===== src/rtl/addition_multiply.sv =====
// Signed 16-bit arithmetic back end: single-cycle add/sub engine plus a 16-iteration shift-add multiplier.
// Optional macro ARITH_SATURATE_EN clamps overflowing results to 0x7FFF / 0x8000 instead of wrapping.
module addition_multiply (
  input  logic        clk,
  input  logic        nRST,
  input  logic [15:0] add_in1,
  input  logic [15:0] add_in2,
  input  logic        sub,
  input  logic        add_start,
  output logic [15:0] add_out,
  output logic        add_ovf,
  output logic        add_finish,
  input  logic [15:0] mult_in1,
  input  logic [15:0] mult_in2,
  input  logic        mult_start,
  output logic [15:0] mult_out,
  output logic        mult_ovf,
  output logic        mult_busy,
  output logic        mult_finish
);

  typedef enum logic [1:0] {
    IDLE = 2'd0,
    RUN  = 2'd1,
    DONE = 2'd2
  } mult_state_t;

  // 17 bits so that the magnitude of -32768 is representable
  function automatic logic [16:0] mag17(input logic [15:0] v);
    if (v[15]) begin
      mag17 = {1'b0, ~v} + 17'd1;
    end else begin
      mag17 = {1'b0, v};
    end
  endfunction

  logic [15:0] add_b_s;
  logic [15:0] add_sum_s;
  logic [15:0] add_res_s;
  logic        add_ovf_s;

  mult_state_t state_r;
  logic [3:0]  cnt_r;
  logic [31:0] mcand_r;
  logic [16:0] mplier_r;
  logic [31:0] acc_r;
  logic        sign_r;
  logic [31:0] prod_s;
  logic [15:0] mult_res_s;
  logic        mult_ovf_s;

  // Adder datapath: subtraction as A + ~B + 1, overflow from operand/result signs
  always_comb begin
    add_b_s   = sub ? ~add_in2 : add_in2;
    add_sum_s = add_in1 + add_b_s + {15'd0, sub};
    add_ovf_s = (add_in1[15] == add_b_s[15]) && (add_sum_s[15] != add_in1[15]);
`ifdef ARITH_SATURATE_EN
    if (add_ovf_s) begin
      add_res_s = add_in1[15] ? 16'h8000 : 16'h7FFF;
    end else begin
      add_res_s = add_sum_s;
    end
`else
    add_res_s = add_sum_s;
`endif
  end

  // Adder result register: each accepted request refreshes result, flag and finish
  always_ff @(posedge clk or posedge nRST) begin
    if (nRST) begin
      add_out    <= 16'd0;
      add_ovf    <= 1'b0;
      add_finish <= 1'b0;
    end else if (add_start) begin
      add_out    <= add_res_s;
      add_ovf    <= add_ovf_s;
      add_finish <= 1'b1;
    end else begin
      add_finish <= 1'b0;
    end
  end

  // Sign application and range check of the finished accumulator
  always_comb begin
    prod_s     = sign_r ? (~acc_r + 32'd1) : acc_r;
    mult_ovf_s = (prod_s[31:15] != {17{prod_s[31]}});
`ifdef ARITH_SATURATE_EN
    if (mult_ovf_s) begin
      mult_res_s = prod_s[31] ? 16'h8000 : 16'h7FFF;
    end else begin
      mult_res_s = prod_s[15:0];
    end
`else
    mult_res_s = prod_s[15:0];
`endif
  end

  // Multiplier FSM: IDLE accepts, RUN iterates 16 times, DONE publishes the product
  always_ff @(posedge clk or posedge nRST) begin
    if (nRST) begin
      state_r     <= IDLE;
      cnt_r       <= 4'd0;
      mcand_r     <= 32'd0;
      mplier_r    <= 17'd0;
      acc_r       <= 32'd0;
      sign_r      <= 1'b0;
      mult_out    <= 16'd0;
      mult_ovf    <= 1'b0;
      mult_busy   <= 1'b0;
      mult_finish <= 1'b0;
    end else begin
      mult_finish <= 1'b0;
      case (state_r)
        IDLE: begin
          if (mult_start) begin
            mcand_r   <= {15'd0, mag17(mult_in1)};
            mplier_r  <= mag17(mult_in2);
            sign_r    <= mult_in1[15] ^ mult_in2[15];
            acc_r     <= 32'd0;
            cnt_r     <= 4'd0;
            mult_busy <= 1'b1;
            state_r   <= RUN;
          end else begin
            mult_busy <= 1'b0;
          end
        end
        RUN: begin
          if (mplier_r[0]) begin
            acc_r <= acc_r + mcand_r;
          end else begin
            acc_r <= acc_r;
          end
          mcand_r  <= mcand_r << 1;
          mplier_r <= mplier_r >> 1;
          cnt_r    <= cnt_r + 4'd1;
          if (cnt_r == 4'd15) begin
            state_r <= DONE;
          end else begin
            state_r <= RUN;
          end
        end
        DONE: begin
          mult_out    <= mult_res_s;
          mult_ovf    <= mult_ovf_s;
          mult_finish <= 1'b1;
          mult_busy   <= 1'b0;
          state_r     <= IDLE;
        end
        default: begin
          mult_busy <= 1'b0;
          state_r   <= IDLE;
        end
      endcase
    end
  end

endmodule


===== config.mk =====
export PLATFORM = sky130hd
export DESIGN_NAME = addition_multiply
export DESIGN_NICKNAME = d
export VERILOG_FILES = /design/src/rtl/addition_multiply.sv
export SDC_FILE = /design/constraint.sdc
export NUM_CORES = 1
export LEC_CHECK = 0
export ABC_AREA = 1
export BUFFER_PORTS_ARGS = -buffer_cell sky130_fd_sc_hd__buf_2
export CAP_MARGIN = 20
export CORE_ASPECT_RATIO = 2
export CORE_MARGIN = 4
export CORE_UTILIZATION = 45
export CTS_CLUSTER_DIAMETER = 40
export DETAILED_ROUTE_END_ITERATION = 12
export PLACE_DENSITY_LB_ADDON = 0.05
export SLEW_MARGIN = 0
export SYNTH_ARGS = -nofsm -noshare
export SYNTH_HDL_FRONTEND = slang
export SYNTH_SLANG_ARGS = --single-unit
export TNS_END_PERCENT = 10

===== constraint.sdc =====
create_clock -name clk -period 4.1 [get_ports clk]
set_clock_uncertainty 0.15 [all_clocks]
set_input_delay 0.205 -clock clk [delete_from_list [all_inputs] [get_ports clk]]
set_output_delay 0.205 -clock clk [all_outputs]
set_load 0.02 [all_outputs]

# Word level (Yosys, flattened, before mapping)
# Index checks and enable logic that the tools add are counted.
[totals]
output_inout_bits = 37
input_bits = 69
ff_bits = 125
wordCells = 59
[op_classes]
n_eq_ne = 8
reduce_logical = 6
n_bitwise = 5
n_mux = 20
n_addsub = 7
[op_table]
columns = ["op", "count"]
rows = [
  ["32-bit 2-to-1 mux", 4],
  ["32-bit one-hot mux with 2 select lines", 2],
  ["17-bit 2-to-1 mux", 3],
  ["16-bit NOT", 3],
  ["16-bit by 1-bit adder with 17-bit output (second input constant)", 2],
  ["17-bit one-hot mux with 2 select lines", 1],
  ["32-bit by 1-bit adder with 32-bit output (second input constant)", 1],
  ["32-bit adder", 1],
  ["32-bit NOT", 1],
  ["16-bit by 1-bit adder with 16-bit output", 1],
  ["16-bit adder", 1],
  ["16-bit 2-to-1 mux", 1],
  ["16-bit != test", 1],
  ["4-bit one-hot mux with 2 select lines", 1],
  ["4-bit by 1-bit adder with 4-bit output (second input constant)", 1],
  ["4-bit equality test (second input constant)", 1],
  ["2-bit 2-to-1 mux", 2],
  ["4-bit 2-to-1 mux", 1],
  ["2-bit != test (second input constant)", 2],
  ["2-bit one-hot mux with 2 select lines", 1],
  ["2-bit AND reduction", 2],
  ["1-bit 2-to-1 mux", 3],
  ["3-bit AND reduction", 1],
  ["2-bit by 1-bit equality test with 1-bit output (second input constant)", 1],
  ["other kinds (8)", 8],
]

# Longest topological paths before layout
# Gate-level depths: netlist of run 1.
[logic_depth]
ltp_word = 6
mapped_depth = 17
mapped_depth_nobuf = 17

# Worst setup path before layout of run 1
# OpenSTA, ideal clock, no wires.
[synth_path]
kind = "input-to-reg"
startpoint = "in sub"
endpoint = "reg add_out[10]"
path_stages = 11
arrival_time_ns = 2.011
setup_time_ns = 0.082
path_slack_ns = 1.857
path_buffers = 2
cell_sequence = "buf_6 -> buf_2 -> xor2_1 -> ha_1 -> nand2_1 -> o21ai_2 -> a21oi_1 -> o21ai_0 -> a21oi_1 -> or2_2 -> a31oi_1"
[synth_via]
elab_chain_cells = 3
[synth_rtl]
columns = ["element", "line", "text"]
rows = [
  ["from (decl)", "8", "input logic sub,"],
  ["16-bit 2-to-1 mux", "54", "add_b_s = sub ? ~add_in2 : add_in2;"],
  ["16-bit adder", "55", "add_sum_s = add_in1 + add_b_s + {15'd0, sub};"],
  ["16-bit by 1-bit adder with 16-bit output (*)", "55", ""],
  ["to (signal assigned)", "75", "add_out <= add_res_s;"],
  ["to (decl)", "10", "output logic [15:0] add_out,"],
]
# Mark *: on every way between the ends. The rest lies on a longest branch, timed or not.
# A chain may end at the register's enable or synchronous reset.

# Worst setup path in the final report of run 1
[layout_path]
startpoint = "reg state_r[0]"
endpoint = "reg acc_r[30]"
[layout_via]
elab_chain_cells = 3
[layout_rtl]
columns = ["element", "line", "text"]
rows = [
  ["from (decl)", "42", "mult_state_t state_r;"],
  ["from (signal assigned)", "101", "state_r <= IDLE;"],
  ["from (signal assigned)", "122", "state_r <= RUN;"],
  ["from (signal assigned)", "137", "state_r <= DONE;"],
  ["2-bit by 1-bit equality test with 1-bit output or 2-bit zero test (tied branches)", "113", "case (state_r)"],
  ["2-bit != test (no line) or 2-bit nonzero test (tied branches)", "-", ""],
  ["3-bit AND reduction (no line)", "-", ""],
  ["to (signal assigned)", "129", "acc_r <= acc_r + mcand_r;"],
  ["to (signal assigned)", "131", "acc_r <= acc_r;"],
  ["to (decl)", "46", "logic [31:0] acc_r;"],
]
# Parallel ways exist; a longest one is shown, timed or not.

==> out/summary.txt, run 1 <==
outcome: complete, no violations
Synth Area per Inst: 6.86 µm²
CTS Hold Buffers Added: 20
pre-CTS setup slack: 1170 ps
initial antenna violation count: 0
fin util: 53.7%
Startpoint Class: flop
fmax: 341 MHz
#FFs+latches synth: 125
Setup crit end kind: flop
vias in the first global route: 9403
Mapped Cells: 1359
number of distinct library cells after synthesis: 44
post-synthesis compound-gate area fraction: 18.8%
Final Setup Violations: 0
Final Slew Violations: 0
post-synthesis mux area share: 0%
final WL: 27900 µm
Ant. Diodes: 0
# clock sinks: 125
async set-reset flop share out of synthesis: 100%
Mapped Area: 9320 µm²
via/cell ratio: 5.24
P_leak: 5.52 nW
GRT Total Usage: 25.5%
Die Y: 212 µm
post-synthesis net count: 1481
max_slew headroom: 45.1%
CP arrival: 3120 ps
# Max-Cap Violations: 0
cts repair resizes: 0
Slew @ Worst Pin: 823 ps
GRT overflow: 0
sequential-to-total area share from yosys stat: 33.6%
Post-Synth XOR/XNOR Area: 3.66%
Post-Synth Adder-Cell Area: 7.28%
H-Tree Depth: 4
IO Pins: 106
die footprint: 23200 µm²
crit path max fanout: 55
wire per inst: 15.8 µm
CTS tree: done
Power, Total: 0.00891 W
TritonRoute pass-1 iters: 4
# DRC: 0
layout cells sized above 1: 12.9%
largest family of logic cells by synthesized area: simple AND/OR/NAND/NOR gates
1st-iter DRT viols: 336
Post-CTS Setup Inserts: 0
Core Area: 20400 µm²
worst skew pair latency: 430 ps
Initial Util: 45.8%
Hold Vio Cnt, Final: 0
RSZ-0062 raised after global routing: no
final setup TNS: 0 ps
Final ANT Viol Nets: 0
pin count of the biggest net entering global routing: 65
number of synthesized flops with an enable pin: 0
Synth Area in Simple Gates: 28.5%
clock-pin slew on the worst setup and hold paths: 50 ps
dpl cells: 1706
nets: 1601
Root Driver: clkbuf_16
# rows: 74
Yosys warnings: 0
Req. time, crit path: 4280 ps
final worst slack: 1170 ps
hold crit path type: in2reg
first-pass GRT wire length: 45300 µm
post-DP HPWL: 22600 µm
worst vdd ir: 0.306 mV
Area Overhead vs Synth: 17.4%
RePlAce Congestion: 0.883
CTS buffer count: 17
maximum clock insertion buffer count: 2
Cell Pwr Density: 813 nW/µm²
via count: 9207
final period utilization: 71.6%
Die X: 110 µm
critical path class: reg2reg
Most used DFF post-synth: dfrtp_1
Layout Cells excl Fill: 1758
Final min period: 2930 ps
port bufs: 105
-- final cells by class --
class,instances,area [µm²]
clock buffer,27,533
clock inverter,5,100
fill,2111,9420
inverter,163,614
multi-input combinational,1037,5430
sequential,125,3130
tap,266,333
timing repair buffer,135,813
-- sequential cells by signal, summed over array words and instances, names as in the netlist --
register,count
mplier_r,17
mult_finish,1
mcand_r,32
cnt_r,4
sign_r,1
acc_r,32
mult_out,16
add_finish,1
mult_busy,1
add_ovf,1
mult_ovf,1
add_out,16
state_r,2
-- worst paths after layout --
path	to	depth (start not counted)	slack, ps	startpoint
worst max-delay path	acc_r[30]$_DFFE_PP0P_	8	1170	state_r[0]$_DFFE_PP0P_
worst min register to register	mplier_r[10]$_DFFE_PP0P_	2	320	mplier_r[10]$_DFFE_PP0P_
worst min-delay path	mcand_r[8]$_DFFE_PP0P_	4	20	mult_in1[8]
max in group asynchronous	add_out[14]$_DFFE_PP0P_	4	2600	nRST
worst max register to register	acc_r[30]$_DFFE_PP0P_	8	1170	state_r[0]$_DFFE_PP0P_
min in group asynchronous	mult_out[1]$_DFFE_PP0P_	3	330	nRST
-- layout by cell type, fill, tap and decap left out, types with 12 or more instances in the layout --
master	count
o21ai_0	117
inv_1	156
a31oi_1	12
xor2_1	36
dfrtp_1	125
ha_1	51
clkbuf_16	17
o211ai_1	27
nand4_1	12
buf_2	105
nor2_1	140
dlygate4sd3_1	20
a21oi_1	93
nor2_2	12
nand2_1	365
nand3_1	64
o22ai_1	27
-- per-layer routing --
| metal | routed length [µm] | track usage (%) |
|---|---|---|
| met1 | 9650 | 24.1 |
| met2 | 15800 | 49.4 |
| met3 | 887 | 4.49 |
| met4 | 1520 | 14.2 |
| met5 | 0 | 0 |
-- cell families (layout without fill, tap and decap cells) --
logic type / after synthesis / after routing
adders and majority gates: 53 / 53
buffers and inverters: 197 / 330
xor gates and xnor gates: 39 / 39
DFF: 125 / 125
AOI/OAI and AO/OA: 310 / 310
and+or+nand+nor: 635 / 635
-- worst max-delay path, cell delays in order, from the launching register on --
cell and delay (ps):
dfrtp_1 430, inv_2 100, nor2_2 90, inv_2 50, buf_4 490, nor2_4 40
nor2_1 630, inv_1 550, o22ai_1 290
-- synthesized netlist by cell type, types with 3 or more instances --
cell type  number  area share (%)
nor2_2         12            0.81
xor2_1         36             3.4
dfrtp_1       125              34
clkbuf_1       19            0.77
a31oi_1        12            0.81
buf_2          13            0.70
nor4_1          4            0.27
or2_2          10            0.67
o31ai_1         5            0.40
xnor2_1         3            0.28
o21ai_2         6            0.56
o22ai_1        27             1.8
nor3_1          8            0.43
nand3_1        64             3.4
inv_2           5            0.20
nand2_2         6            0.40
o21ai_1         7            0.38
ha_1           51             6.8
nor2_1        140             5.6
nand4_1        12            0.81
nand2_1       365              15
or2_1           4            0.27
o211ai_1       27             2.2
inv_1         157             6.3
a21boi_0        5            0.40
a21oi_1        93             5.0
o21ai_0       117             6.3
-- through the flow --
stage,hold WS (ps),cell area (µm²)
finish,16.4,10900
global route,28.2,10900
CTS,0.255,10900
detailed placement,277,10100
global placement,270,10100
floorplan,86.4,9320
-- report_power, final --
| group | switching [W] | leakage [nW] | internal, W |
|---|---|---|---|
| Clock | 0.000526 | 0.314 | 0.00107 |
| Combinational | 0.00332 | 3.65 | 0.00172 |
| Sequential | 0.000509 | 1.56 | 0.00177 |
| Total | 0.00435 | 5.52 | 0.00456 |
(Power assumes the default switching activity.)
==> run 2, diff against run 1 <==
--- a/config.mk
+++ b/config.mk
@@ -5,7 +5,7 @@
 export SDC_FILE = /design/constraint.sdc
 export NUM_CORES = 1
 export LEC_CHECK = 0
-export ABC_AREA = 1
+export ABC_AREA = 0
 export BUFFER_PORTS_ARGS = -buffer_cell sky130_fd_sc_hd__buf_2
 export CAP_MARGIN = 20
 export CORE_ASPECT_RATIO = 2
==> constraint.sdc (replaced) <==
create_clock -name clk -period 2.7 [get_ports clk]
set_clock_uncertainty 0.15 [all_clocks]
set_input_delay 0.135 -clock clk [delete_from_list [all_inputs] [get_ports clk]]
set_output_delay 0.135 -clock clk [all_outputs]
set_load 0.02 [all_outputs]
==> out/summary.txt, run 2 <==
most frequent cell on the critical path: a21o_1
Req. time, crit path: 2860 ps
fmax: 345 MHz
worst vdd ir: 0.684 mV
crit-path cells: ha_1 > a21o_1 > a21o_1 > a21o_1 > a2111oi_4 > nor3_2 > a21o_1 > or3_4 > and3_4 > a211o_1
H-Tree Depth: 4
nets: 1434
initial antenna violation count: 0
RePlAce Congestion: 0.893
critical path's slowest cell: dfrtp_1
wire per inst: 14.8 µm
main area contributors after synthesis: dfrtp_1 (35%), xor2_1 (7.5%), ha_1 (7.2%), o21ai_0 (6.2%), nand2_1 (5.6%)
P_leak: 5.71 nW
crit path max fanout: 2
Most used DFF post-synth: dfrtp_1
most frequent cells after synthesis: nand2_1 (133), dfrtp_1 (125), o21ai_0 (110)
maximum clock insertion buffer count: 2
Yosys warnings: 0
Area Overhead vs Synth: 34.3%
final WL: 23500 µm
most frequent cells in the layout: buf_4 (179), nand2_1 (133), dfrtp_1 (124), buf_2 (105), o21ai_0 (102)
via count: 8348
count leader, synth: nand2_1
number of distinct library cells after synthesis: 67
hold crit path type: in2reg
CP delay by family, top: compound AO/OA/AOI/OAI gates
IO Pins: 106
CTS tree: done
dominant cell type by area after synthesis: dfrtp_1
Die Y: 207 µm
port bufs: 105
final period utilization: 107%
Mapped Cells: 1047
sequential-to-total area share from yosys stat: 35.2%
GRT Total Usage: 22.1%
Final min period: 2900 ps
WP buf/inv: 0
GRT overflow: 0
most common cell after layout, fill and taps aside: buf_4
Cell Pwr Density: 1070 nW/µm²
Slew @ Worst Pin: 698 ps
final worst slack: -198 ps
# rows: 72
TritonRoute pass-1 iters: 4
post-DP HPWL: 18200 µm
CP arrival: 3060 ps
Die X: 107 µm
pin count of the biggest net entering global routing: 126
async set-reset flop share out of synthesis: 100%
outcome: finished, violations left
Core Area: 19400 µm²
CP peak stage delay: 390 ps
RSZ-0062 raised after global routing: yes
failing checks: negative setup slack
registers with the most flip-flops: acc_r (32), mcand_r (32), mplier_r (17)
Synth Area per Inst: 8.49 µm²
Setup crit end kind: flop
Final Slew Violations: 0
clock-pin slew on the worst setup and hold paths: 60 ps
Startpoint Class: flop
# DRC: 0
#FFs+latches synth: 125
worst skew pair latency: 430 ps
# clock sinks: 125
max_slew headroom: 53.5%
first-pass GRT wire length: 39500 µm
vias in the first global route: 8403
post-synth top area share: 35.2%
Mapped Area: 8880 µm²
via/cell ratio: 5.27
Initial Util: 45.9%
Final ANT Viol Nets: 0
layout cells sized above 1: 28.7%
pre-CTS setup slack: -460 ps
fill count: 1811
Root Driver: clkbuf_16
critical path class: reg2reg
Hold Vio Cnt, Final: 0
Ant. Diodes: 0
# Max-Cap Violations: 0
CTS buffer count: 17
hold_ws: 16.1 ps
1st-iter DRT viols: 334
Final Setup Violations: 8
number of synthesized flops with an enable pin: 0
die footprint: 22200 µm²
post-synthesis net count: 1169
run 2: cell types whose count changed after synthesis, sizes merged, moves of 23 or more:
cell | before | now
a22o | 0 | 23
nand3 | 67 | 24
nor2 | 154 | 81
clkbuf | 19 | 44
xnor2 | 3 | 30
o22ai | 27 | 2
xor2 | 36 | 76
nand2 | 373 | 133
inv | 162 | 30
a21o | 2 | 25
run 2: where the power goes:
group / internal (W) / switching (W) / leakage, nW
Sequential: 0.00255 / 0.000501 / 1.61
Clock: 0.00173 / 0.000879 / 0.327
Combinational: 0.00334 / 0.00381 / 3.78
run 2: kinds of logic (layout without fill, tap and decap cells):
| logic type | count (synthesis) | in the layout | share of synthesized area (%) |
|---|---|---|---|
| adder cells (fa/ha/maj) | 53 | 53 | 7.63 |
| buffers and inverters | 86 | 364 | 3.80 |
| flip-flops | 125 | 125 | 35.2 |
| multiplexers | 20 | 20 | 2.45 |
| AO/OA/AOI/OAI | 325 | 325 | 23.0 |
| XOR/XNOR | 106 | 106 | 10.4 |
| AND/OR/NAND/NOR | 332 | 332 | 17.5 |
run 2: final cells by class:
| type | instances | area [µm²] | share of cell area, % |
|---|---|---|---|
| clock inverters | 15 | 243 | 2.03 |
| well taps | 259 | 324 | 2.71 |
| multi-input cells | 836 | 5630 | 47.1 |
| repair buffers | 301 | 2070 | 17.3 |
| clock buffers | 17 | 425 | 3.56 |
| inverters | 31 | 120 | 1.01 |
| flip-flops and latches | 125 | 3130 | 26.2 |
run 2: worst reg2reg max path: cells and delay by family (launching register included):
kind,cells,cell delay [ps]
AOI/OAI and AO/OA,6,1280
and+or+nand+nor,3,630
DFF,1,390
adders and majority gates,1,310
run 2: worst paths after layout:
check,slack [ps],from,cells past startpoint,end
hold / removal,20,mult_in2[3],5,mplier_r[3]$_DFFE_PP0P_
setup reg to reg,-200,acc_r[24]$_DFFE_PP0P_,10,acc_r[31]$_DFFE_PP0P_
min in group asynchronous,320,nRST,4,mult_out[3]$_DFFE_PP0P_
setup / recovery,-200,acc_r[24]$_DFFE_PP0P_,10,acc_r[31]$_DFFE_PP0P_
max in group asynchronous,1570,nRST,4,mcand_r[25]$_DFFE_PP0P_
hold reg to reg,320,mult_out[14]$_DFFE_PP0P_,2,mult_out[14]$_DFFE_PP0P_
run 2: timing repair:
action | 4_1_cts | 5_1_grt
hold endpoints to repair | 138 | 0
pin swaps | 23 | 22
cloned | 0 | 0
buffers inserted | 4 | 1
endpoints found under the setup margin | 17 | 23
hold buffers | 15 | 0
gates resized for setup | 28 | 17
run 2: per-stage QoR:
| step | TNS [ps] | area [µm²] | std cells | util (%) | total power (W) |
|---|---|---|---|---|---|
| after global routing | -2140 | 11900 | 1584 | 61.6 | 0.0139 |
| final | -848 | 11900 | 1584 | 61.6 | 0.0128 |
| after floorplan | -2270 | 8890 | 1047 | - | 0.00738 |
| after global placement | -5060 | 10900 | 1531 | 56.1 | 0.00993 |
| after detailed placement | -5910 | 10900 | 1531 | 56.1 | 0.0100 |
| after CTS | -1430 | 11800 | 1582 | 61.0 | 0.0128 |
run 2: metal layers:
| layer | vias up | track usage (%) | part of all wire, % |
|---|---|---|---|
| met5 | - | 0 | 0 |
| li1 | 4288 | - | - |
| met2 | 142 | 43.4 | 57 |
| met4 | 0 | 7.58 | 2.1 |
| met1 | 3888 | 23.1 | 38 |
| met3 | 30 | 4.11 | 3.1 |
==> run 3, diff against run 2 <==
--- a/config.mk
+++ b/config.mk
@@ -6,7 +6,7 @@
 export NUM_CORES = 1
 export LEC_CHECK = 0
 export ABC_AREA = 0
-export BUFFER_PORTS_ARGS = -buffer_cell sky130_fd_sc_hd__buf_2
+export BUFFER_PORTS_ARGS = -buffer_cell sky130_fd_sc_hd__buf_4
 export CAP_MARGIN = 20
 export CORE_ASPECT_RATIO = 2
 export CORE_MARGIN = 4
==> constraint.sdc (replaced) <==
create_clock -name clk -period 3.1 [get_ports clk]
set_clock_uncertainty 0.15 [all_clocks]
set_input_delay 0.155 -clock clk [delete_from_list [all_inputs] [get_ports clk]]
set_output_delay 0.155 -clock clk [all_outputs]
set_load 0.02 [all_outputs]
==> out/summary.txt, run 3 (same netlist as run 2, synthesis figures left out) <==
outcome: complete, no violations
footprint of the multi-input gates: 5510 µm²
vias in the first global route: 8032
Final Setup Violations: 0
FF-to-FF End: acc_r[24]$_DFFE_PP0P_
Startpoint Class: flop
worst vdd ir: 0.531 mV
nets: 1315
1st-iter DRT viols: 218
CP arrival: 3120 ps
Final Slew Violations: 0
hold path start: mult_in1[9]
Hold Vio Cnt, Final: 0
CTS buffer count: 17
wire per inst: 15.6 µm
final setup TNS: 0 ps
initial antenna violation count: 0
fill count: 1893
Req. time, crit path: 3210 ps
registers with the most flip-flops: acc_r (32), mcand_r (32), mplier_r (17)
via/cell ratio: 5.40
die footprint: 22200 µm²
# Max-Cap Violations: 0
RePlAce Congestion: 0.920
GRT overflow: 0
most frequent cells in the layout: buf_4 (170), nand2_1 (133), dfrtp_1 (125), o21ai_0 (107), nor2_1 (81)
GRT Total Usage: 21.6%
final period utilization: 96.9%
Die Y: 207 µm
layout cells sized above 1: 20.3%
worst skew pair latency: 430 ps
pin count of the biggest net entering global routing: 126
most common cell after layout, fill and taps aside: buf_4
port bufs: 105
reg2reg setup slack: 100 ps
clock-pin slew on the worst setup and hold paths: 60 ps
Ant. Diodes: 0
# DRC: 0
Final min period: 3000 ps
CTS tree: done
post-place instance area: 10300 µm²
Die X: 107 µm
IO Pins: 106
hold crit path type: in2reg
Hold Path Sink: mcand_r[9]$_DFFE_PP0P_
r2r worst-path depth: 13
P_leak: 5.13 nW
worst r2r src: mcand_r[0]$_DFFE_PP0P_
maximum clock insertion buffer count: 2
Area Overhead vs Synth: 24.8%
Slew @ Worst Pin: 737 ps
first-pass GRT wire length: 38400 µm
RSZ-0062 raised after global routing: yes
critical path class: reg2reg
final WL: 22800 µm
max_slew headroom: 50.8%
pre-CTS setup slack: -119 ps
# clock sinks: 125
fmax: 333 MHz
via count: 7911
Design Area, Final: 11100 µm²
Initial Util: 45.9%
final worst slack: 96.3 ps
Reg area: 3130 µm²
Core Area: 19400 µm²
Final ANT Viol Nets: 0
TritonRoute pass-1 iters: 4
Power, Total: 0.0101 W
Hold Path Depth: 5
crit path max fanout: 3
# rows: 72
Cell Pwr Density: 911 nW/µm²
H-Tree Depth: 4
Setup crit end kind: flop
post-DP HPWL: 17800 µm
fin util: 57.2%
Root Driver: clkbuf_16
## run 3: how the worst max path moves through the flow
| stage | startpoint | end | depth (start not counted) |
|---|---|---|---|
| after floorplan | sub | add_out[14]$_DFFE_PP0P_ | 13 |
| after global placement | sub | add_ovf$_DFFE_PP0P_ | 13 |
| after detailed placement | sub | add_ovf$_DFFE_PP0P_ | 13 |
| after CTS | mcand_r[0]$_DFFE_PP0P_ | acc_r[24]$_DFFE_PP0P_ | 13 |
| after global routing | mcand_r[0]$_DFFE_PP0P_ | acc_r[24]$_DFFE_PP0P_ | 13 |
| final | mcand_r[0]$_DFFE_PP0P_ | acc_r[24]$_DFFE_PP0P_ | 13 |
## run 3: metal layers
metal  up-vias  part of all wire, %  track usage (%)
met2       138                   57             43.1
li1       4044                    -                -
met3        29                  3.3             4.08
met5         -                    0                0
met4         0                  2.2             7.22
met1      3700                   37             22.0
## run 3: area by class of cell
class	instances	share of cell area [%]
clock inverters	14	1.32
multi-input cells	836	49.7
well taps	259	2.92
flip-flops and latches	125	28.2
inverters	31	1.08
clock buffers	18	3.96
repair buffers	182	12.8
## run 3: through the flow
stage | hold WS [ps] | std cells
finish | 18.9 | 1465
global route | 43.7 | 1465
detailed placement | 271 | 1422
global placement | 253 | 1422
floorplan | 36.4 | 1047
CTS | 1.38 | 1464
## run 3: power breakdown
part           internal, W  switching [W]  total [W]  leakage (nW)
combinational      0.00235        0.00302    0.00537          3.25
clock              0.00120       0.000757    0.00196         0.270
sequential         0.00222       0.000549    0.00277          1.61
total              0.00577        0.00433     0.0101          5.13
## run 3: worst max-delay path: stages (launching register included)
cell      delay, ps
dfrtp_1         390
ha_1            210
inv_1            70
fa_1            220
nor2b_2          60
o31a_1          250
o31ai_1         210
buf_4           170
a2111o_1        210
a211oi_2        100
or3_4           400
a21oi_1         160
xor2_1          150
o21ai_0          90
## run 3: timing repair
item,4_1_cts,5_1_grt
endpoints found under the hold margin,134,0
resized for setup,2,14
pin swaps,1,4
hold buffers,10,0
endpoints found under the setup margin,2,7
setup buffers,0,1
